File: src/rtl/fg_bbox_tracker.sv
// fg_bbox_tracker: bounding box, pixel count and empty flag of the
// foreground pixels in a raster-ordered mask stream.
// A report pulse comes one cycle after the last pixel of each frame. A stray
// start-of-frame in mid-frame pulses a drop and restarts the frame.
// Optional feature macro: FG_RUN_FILTER_EN. When defined, a pixel is counted
// only if it and the previously accepted pixel on the same line are both
// foreground, so pixels at x=0 never count.
module fg_bbox_tracker #(
  parameter int FRAME_W = 640,
  parameter int FRAME_H = 480
) (
  input  logic        clk,
  input  logic        rst_n,
  input  logic        i_valid,
  input  logic        i_sof,
  input  logic        i_fg,
  output logic        o_bbox_valid,
  output logic [9:0]  o_xmin,
  output logic [9:0]  o_xmax,
  output logic [8:0]  o_ymin,
  output logic [8:0]  o_ymax,
  output logic [18:0] o_count,
  output logic        o_empty,
  output logic        o_drop
);

  localparam logic [9:0] X_LAST = 10'(FRAME_W - 1);
  localparam logic [8:0] Y_LAST = 9'(FRAME_H - 1);

  typedef enum logic [1:0] {SYNC, ACCUM, REPORT} state_t;

  state_t state, state_next;

  logic [9:0]  x, xmin, xmax;
  logic [8:0]  y, ymin, ymax;
  logic [18:0] count;

  logic        accept, at_origin, drop, first, last, counted;
  logic [9:0]  px, x_next, base_xmin, base_xmax, new_xmin, new_xmax;
  logic [8:0]  py, y_next, base_ymin, base_ymax, new_ymin, new_ymax;
  logic [18:0] base_count, new_count;

`ifdef FG_RUN_FILTER_EN
  logic prev_fg;
`endif

  // State register
  always_ff @(posedge clk or negedge rst_n) begin
    if (!rst_n) state <= SYNC;
    else        state <= state_next;
  end

  // Next state, pixel acceptance and position of the accepted pixel
  always_comb begin
    state_next = state;
    accept     = 1'b0;
    at_origin  = 1'b0;
    drop       = 1'b0;
    case (state)
      SYNC: begin
        if (i_valid && i_sof) begin
          accept     = 1'b1;
          at_origin  = 1'b1;
          state_next = ACCUM;
        end
      end
      ACCUM: begin
        if (i_valid) begin
          accept = 1'b1;
          if (i_sof && (x != '0 || y != '0)) begin
            drop      = 1'b1;
            at_origin = 1'b1;
          end
        end
      end
      REPORT: begin
        state_next = ACCUM;
        if (i_valid) begin
          accept    = 1'b1;
          at_origin = 1'b1;
        end
      end
      default: state_next = SYNC;
    endcase
    px    = at_origin ? '0 : x;
    py    = at_origin ? '0 : y;
    first = (px == '0) && (py == '0);
    last  = accept && (px == X_LAST) && (py == Y_LAST);
    if (last) state_next = REPORT;
  end

  // Running extents: the pixel at (0,0) restarts from the initial values
  // rather than relying on a separate clear step, which covers frame start
  // from SYNC, from REPORT and from a mid-frame restart alike.
  always_comb begin
    base_xmin  = first ? '1 : xmin;
    base_xmax  = first ? '0 : xmax;
    base_ymin  = first ? '1 : ymin;
    base_ymax  = first ? '0 : ymax;
    base_count = first ? '0 : count;
`ifdef FG_RUN_FILTER_EN
    counted    = accept && i_fg && prev_fg && (px != '0);
`else
    counted    = accept && i_fg;
`endif
    new_xmin   = (counted && px < base_xmin) ? px : base_xmin;
    new_xmax   = (counted && px > base_xmax) ? px : base_xmax;
    new_ymin   = (counted && py < base_ymin) ? py : base_ymin;
    new_ymax   = (counted && py > base_ymax) ? py : base_ymax;
    new_count  = base_count + {18'd0, counted};
    x_next     = (px == X_LAST) ? '0 : px + 10'd1;
    if (px == X_LAST) y_next = (py == Y_LAST) ? '0 : py + 9'd1;
    else              y_next = py;
  end

  // Raster counters, accumulators and registered results
  always_ff @(posedge clk or negedge rst_n) begin
    if (!rst_n) begin
      x            <= '0;
      y            <= '0;
      xmin         <= '0;
      xmax         <= '0;
      ymin         <= '0;
      ymax         <= '0;
      count        <= '0;
      o_bbox_valid <= 1'b0;
      o_drop       <= 1'b0;
      o_xmin       <= '0;
      o_xmax       <= '0;
      o_ymin       <= '0;
      o_ymax       <= '0;
      o_count      <= '0;
      o_empty      <= 1'b0;
    end else begin
      o_bbox_valid <= last;
      o_drop       <= drop;
      if (accept) begin
        x     <= x_next;
        y     <= y_next;
        xmin  <= new_xmin;
        xmax  <= new_xmax;
        ymin  <= new_ymin;
        ymax  <= new_ymax;
        count <= new_count;
      end
      if (last) begin
        o_empty <= (new_count == '0);
        o_count <= new_count;
        o_xmin  <= (new_count == '0) ? '0 : new_xmin;
        o_xmax  <= (new_count == '0) ? '0 : new_xmax;
        o_ymin  <= (new_count == '0) ? '0 : new_ymin;
        o_ymax  <= (new_count == '0) ? '0 : new_ymax;
      end
    end
  end

`ifdef FG_RUN_FILTER_EN
  // Foreground flag of the previously accepted pixel
  always_ff @(posedge clk or negedge rst_n) begin
    if (!rst_n)      prev_fg <= 1'b0;
    else if (accept) prev_fg <= i_fg;
  end
`endif

endmodule

File: config.mk
export PLATFORM = sky130hd
export DESIGN_NAME = fg_bbox_tracker
export DESIGN_NICKNAME = d
export VERILOG_FILES = /design/src/rtl/fg_bbox_tracker.sv
export SDC_FILE = /design/constraint.sdc
export NUM_CORES = 1
export LEC_CHECK = 0
export ABC_CLOCK_PERIOD_IN_PS = 4450
export CORE_MARGIN = 2
export CORE_UTILIZATION = 53
export CTS_CLUSTER_DIAMETER = 200
export CTS_CLUSTER_SIZE = 25
export DETAILED_ROUTE_END_ITERATION = 7
export HOLD_SLACK_MARGIN = 0.1
export PLACE_DENSITY = 0.75
export SETUP_SLACK_MARGIN = 0.2
export SYNTH_ARGS = -nofsm -noshare
export SYNTH_HDL_FRONTEND = slang
export SYNTH_SLANG_ARGS = --single-unit
export TNS_END_PERCENT = 100
File: constraint.sdc
create_clock -name clk -period 4.45 [get_ports clk]
set_input_delay 0.6675 -clock clk [delete_from_list [all_inputs] [get_ports clk]]
set_output_delay 0.6675 -clock clk [all_outputs]
set_load 0.02 [all_outputs]
; After elaboration in Yosys (flattened, before gate mapping)
; Index checks and enable logic that the tools add are counted.
[totals]
wordCells = 76
ff_bits = 138
[op_classes]
eq_ne = 6
addsub = 3
n_reduce_logical = 19
magnitude_cmp = 4
muxes = 28
[op_table]
columns = op, n
row1 = $mux W9, 9
row2 = $mux W10, 8
row3 = $add A19 B1 Y19, 1
row4 = $logic_not A19 Y1, 1
row5 = $mux W19, 1
row6 = $add A10 B1 Y10 const B, 1
row7 = $eq A10 B10 Y1 const B, 1
row8 = $gt A10 B10 Y1, 1
row9 = $logic_and A1 B1 Y1, 10
row10 = $logic_not A10 Y1, 1
row11 = $lt A10 B10 Y1, 1
row12 = $reduce_bool A10 Y1, 1
row13 = $add A9 B1 Y9 const B, 1
row14 = $eq A9 B9 Y1 const B, 1
row15 = $gt A9 B9 Y1, 1
row16 = $logic_not A9 Y1, 1
row17 = $lt A9 B9 Y1, 1
row18 = $reduce_bool A9 Y1, 1
row19 = $pmux W2 S3, 1
row20 = $mux W1, 5
row21 = $mux W2, 2
row22 = $ne A3 B3 Y1 const B, 1
row23 = $pmux W1 S3, 1
row24 = $eq A2 B1 Y1 const B, 1
row25 = other kinds (7), 7

; Logic depth before layout (Yosys ltp)
; Gate-level depths: netlist of run 1.
[depth]
word_depth = 14
depth_mapped = 23
ltp_nobuf = 18

; Worst setup path after synthesis of run 1
; OpenSTA, ideal clock, no wires.
[synth_path]
kind = register -> register
from = reg state[0]
to = reg o_xmin[2]
stages_incl_launch_ff = 22
arrival_time_ps = 4645
n_path_buf = 5
slack_ps = -321
synth_period_minus_slack_ps = 4771
setup_ps = 127
required_ps = 4323
path_cell_list = dfrtp_1 > ha_1 > or3_1 > nand3_2 > nand2_1 > ha_1 > nand2_1 > a21o_1 > clkbuf_1 > clkbuf_1 > and2_1 > ha_1 > ha_1 > and3_1 > clkbuf_1 > nand3_1 > nor3_1 > mux2i_1 > a2111oi_4 > buf_6 > buf_6 > a21oi_1
[synth_via]
elab_chain_len = 10
[synth_lines]
columns = item, line_no
row1 = "start, declared", 32  ; state_t state, state_next;
row2 = "start signal, assigned", 50  ; else state <= state_next;
row3 = "parallel branches: the longest is 10 deep, another holds $add A19 B1 Y19", n/a
row4 = "end signal, assigned", 149  ; o_xmin <= (new_count == '0) ? '0 : new_xmin;
row5 = "end, declared", 18  ; output logic [9:0] o_xmin,
; Parallel ways; which one is timed is not known.
; A chain may end at the register's enable or synchronous reset.

; Worst setup path after layout of run 1
[layout_path]
from = reg state[0]
to = reg o_ymax[1]
[layout_via]
elab_chain_len = 10
[layout_lines]
columns = item, line_no
row1 = "parallel branches: the longest is 10 deep, another holds $add A19 B1 Y19", n/a
row2 = "end signal, assigned", 152  ; o_ymax <= (new_count == '0) ? '0 : new_ymax;
row3 = "end, declared", 21  ; output logic [8:0] o_ymax,
; Parallel ways; which one is timed is not known.

==> flow_summary.json, run 1 <==
{
  "status": "finished clean",
  "clockPowerShare": 0.299,
  "synth_top_area_share": 0.446,
  "hold_path.class": "in2async",
  "drc": 0,
  "routabilityCongestion": 0.930,
  "synth_area_per_cell_sq_um": 8.88,
  "fin_crit_ps": 4050,
  "cts_tree": "done",
  "insertion_delay_ps": 430,
  "path_class": "reg2reg",
  "grt_max_degree": 107,
  "synth_edf_count": 0,
  "cts_sinks": 138,
  "grt_overflow": 0,
  "synth_area_leader_cell": "dfrtp_1",
  "io_pins": 65,
  "pwr-share-comb": 0.364,
  "placed_area_sq_um": 8930,
  "row_count": 44,
  "synth.area.top_cells": "dfrtp_1, ha_1, nand2_1, nor2_1, o21ai_0",
  "numCtsBuffers": 17,
  "required_ps": 4760,
  "cts_root_buf": "clkbuf_16",
  "power.total_mw": 4.66,
  "synth_area_sq_um": 7730,
  "wl_mm": 20.6,
  "postCtsHoldBufs": 0,
  "fin_area_sq_um": 9620,
  "synthArstFlopShare": 1.00,
  "routedWlPerCell_microns": 17.7,
  "die_y_microns": 125,
  "htree_levels": 4,
  "slew_headroom": 0.356,
  "cp_max_fo": 19,
  "yosys_warnings": 0,
  "start_util": 0.538,
  "fin_util": 0.670,
  "antenna_found_initial": 0,
  "drv_slew": 0,
  "synth_cells": 871,
  "ys_types": 63,
  "netSwitchingPower_mw": 1.77,
  "ys_ff_latch": 138,
  "intPower_mw": 2.88,
  "grt_pass1_wl_mm": 34.4,
  "yosys-top-cells-count": "nand2_1, dfrtp_1, nor2_1",
  "powerDensity_nw_per_um2": 484,
  "clockBufferDepth": 2,
  "maxCapViolCount": 0,
  "synth_most_common_cell": "nand2_1",
  "ir_drop_uv": 380,
  "crit_arrival_ps": 4360,
  "nets": 1018,
  "tightestPinTransition_ps": 965,
  "drtIter0Drc": 603,
  "drive_above_1_share": 0.136,
  "via_per_inst": 5.98,
  "ant_nets": 0,
  "dp_hpwl_mm": 14.1,
  "max_freq_mhz": 247,
  "grt_usage": 0.274,
  "layout-area-overhead-vs-synth_pct": 24.4,
  "setup_viol": 0,
  "final.fill_count": 1139,
  "antenna_cells": 0,
  "die_area_sq_um": 15600,
  "finalClockSkew_ps": 10.8,
  "core_sq_um": 14400,
  "vias": 6960,
  "path_clk_slew_ps": 60,
  "synth-seq-area-share": 0.446,
  "syn_nets": 923,
  "pwr-share-seq": 0.337,
  "p_leak_nw": 4.35,
  "endpoint_kind": "flip-flop",
  "p_sw_frac": 0.381,
  "ys.flop_type": "dfrtp_1",
  "die_w_microns": 125,
  "hold_violations": 0,
  "start_kind": "flip-flop",
  "grt_pass1_vias": 6808,
  "io_buffer_count": 64,
  "dr.pass1.iters": 5,
  "rsz0062_at_grt": "false",
  "fin_crit_sh": 0.910
}
-- worst max-delay path, stage by stage (launching register included) --
cell and delay (ps):
dfrtp_1 390, inv_1 80, ha_1 230, or3_4 400, nand3_4 120, nand2_1 100, ha_2 230, nand2_2 90
a21o_1 150, and2_4 160, ha_2 180, ha_4 140, and3_4 200, nand4_1 150, o31a_1 280, o21ai_2 130
nand4_1 130, a2111oi_4 320, buf_4 200, buf_8 190, nor3_1 80
-- cell usage in the layout (no fill, tap or decap), types with 18 or more instances in the layout --
cell             count
a21oi_1             39
buf_4               57
clkbuf_16           18
clkdlybuf4s50_1     63
dfrtp_1            138
ha_1                43
inv_1               33
nand2_1            143
nand3_1             27
nor2_1              81
nor3_1              33
o21ai_0             56
-- kinds of logic (layout without fill, tap and decap cells) --
logic type,count (synthesis),after routing,share of synthesized area
adder cells (fa/ha/maj),47,47,0.0760
XOR/XNOR,16,16,0.0181
flip-flops,138,138,0.446
AND/OR/NAND/NOR,366,366,0.221
AO/OA/AOI/OAI,217,217,0.189
multiplexers,2,2,0.00275
buffers and inverters,85,193,0.0464
-- flip-flops by register name (all words and copies together) (netlist names) --
register	cells
state	2
xmax	10
o_ymax	9
o_ymin	9
count	19
o_drop	1
o_xmax	10
x	10
ymax	9
o_bbox_valid	1
o_count	19
o_empty	1
o_xmin	10
ymin	9
xmin	10
y	9
-- power by group through the flow --
stage	registers (mW)	logic [mW]	clock network, mW
after global placement	1.58	1.61	0
after CTS	1.56	1.66	1.41
final	1.57	1.70	1.39
after global routing	1.59	1.87	1.48
after detailed placement	1.58	1.63	0
after floorplan	1.53	1.17	0
-- per-layer routing --
| metal | routed length [microns] | GRT usage | vias to the layer above |
|---|---|---|---|
| li1 | - | - | 3298 |
| met1 | 8990 | 0.358 | 3375 |
| met2 | 9950 | 0.452 | 239 |
| met3 | 1070 | 0.0503 | 48 |
| met4 | 623 | 0.114 | 0 |
| met5 | 0 | 0 | - |
-- path summary, 6_finish.rpt --
path | to | slack (ps) | depth (start not counted) | start
max | o_ymax[1] | 400 | 20 | state[0]
min | o_count[8] | 330 | 1 | rst_n
max reg2reg | o_ymax[1] | 400 | 20 | state[0]
min reg2reg | o_count[0] | 470 | 2 | o_count[0]
max in group asynchronous | o_ymin[6] | 3140 | 2 | rst_n
min in group clk | o_count[0] | 470 | 2 | o_count[0]
-- cell type report --
type	instances	area (sq um)	area share
inverter	34	128	0.0133
multi-input combinational	648	4050	0.421
clock buffer	17	425	0.0442
clock inverter	15	154	0.0160
timing repair buffer	127	1180	0.123
sequential	138	3450	0.359
tap	184	230	0.0239
-- through the flow --
step	setup WS [ps]	hold slack [ps]	setup TNS, ps	std cells
2_1_floorplan	205	372	0	871
3_3_place_gp	35.0	452	0	1126
3_5_place_dp	-59.5	466	-1380	1126
4_1_cts	336	390	0	1158
5_1_grt	162	421	0	1163
6_report	400	326	0	1163
-- timing repair --
item,in CTS,in global routing
resized for setup,0,21
endpoints found under the setup margin,0,60
buffers inserted,0,4
Power figures use the tool's default switching activity.
==> run 2, diff against run 1 <==
CAP_MARGIN = 20   (was not set)
SKIP_CTS_REPAIR_TIMING = 1   (was not set)
==> results of run 2 <==
The final DEF is identical to that of run 1; final timing and power are the same.
==> run 3, diff against run 2 <==
CTS_CLUSTER_SIZE = 8   (was 25)
==> results of run 3 <==
The final DEF is identical to that of run 1; final timing and power are the same.
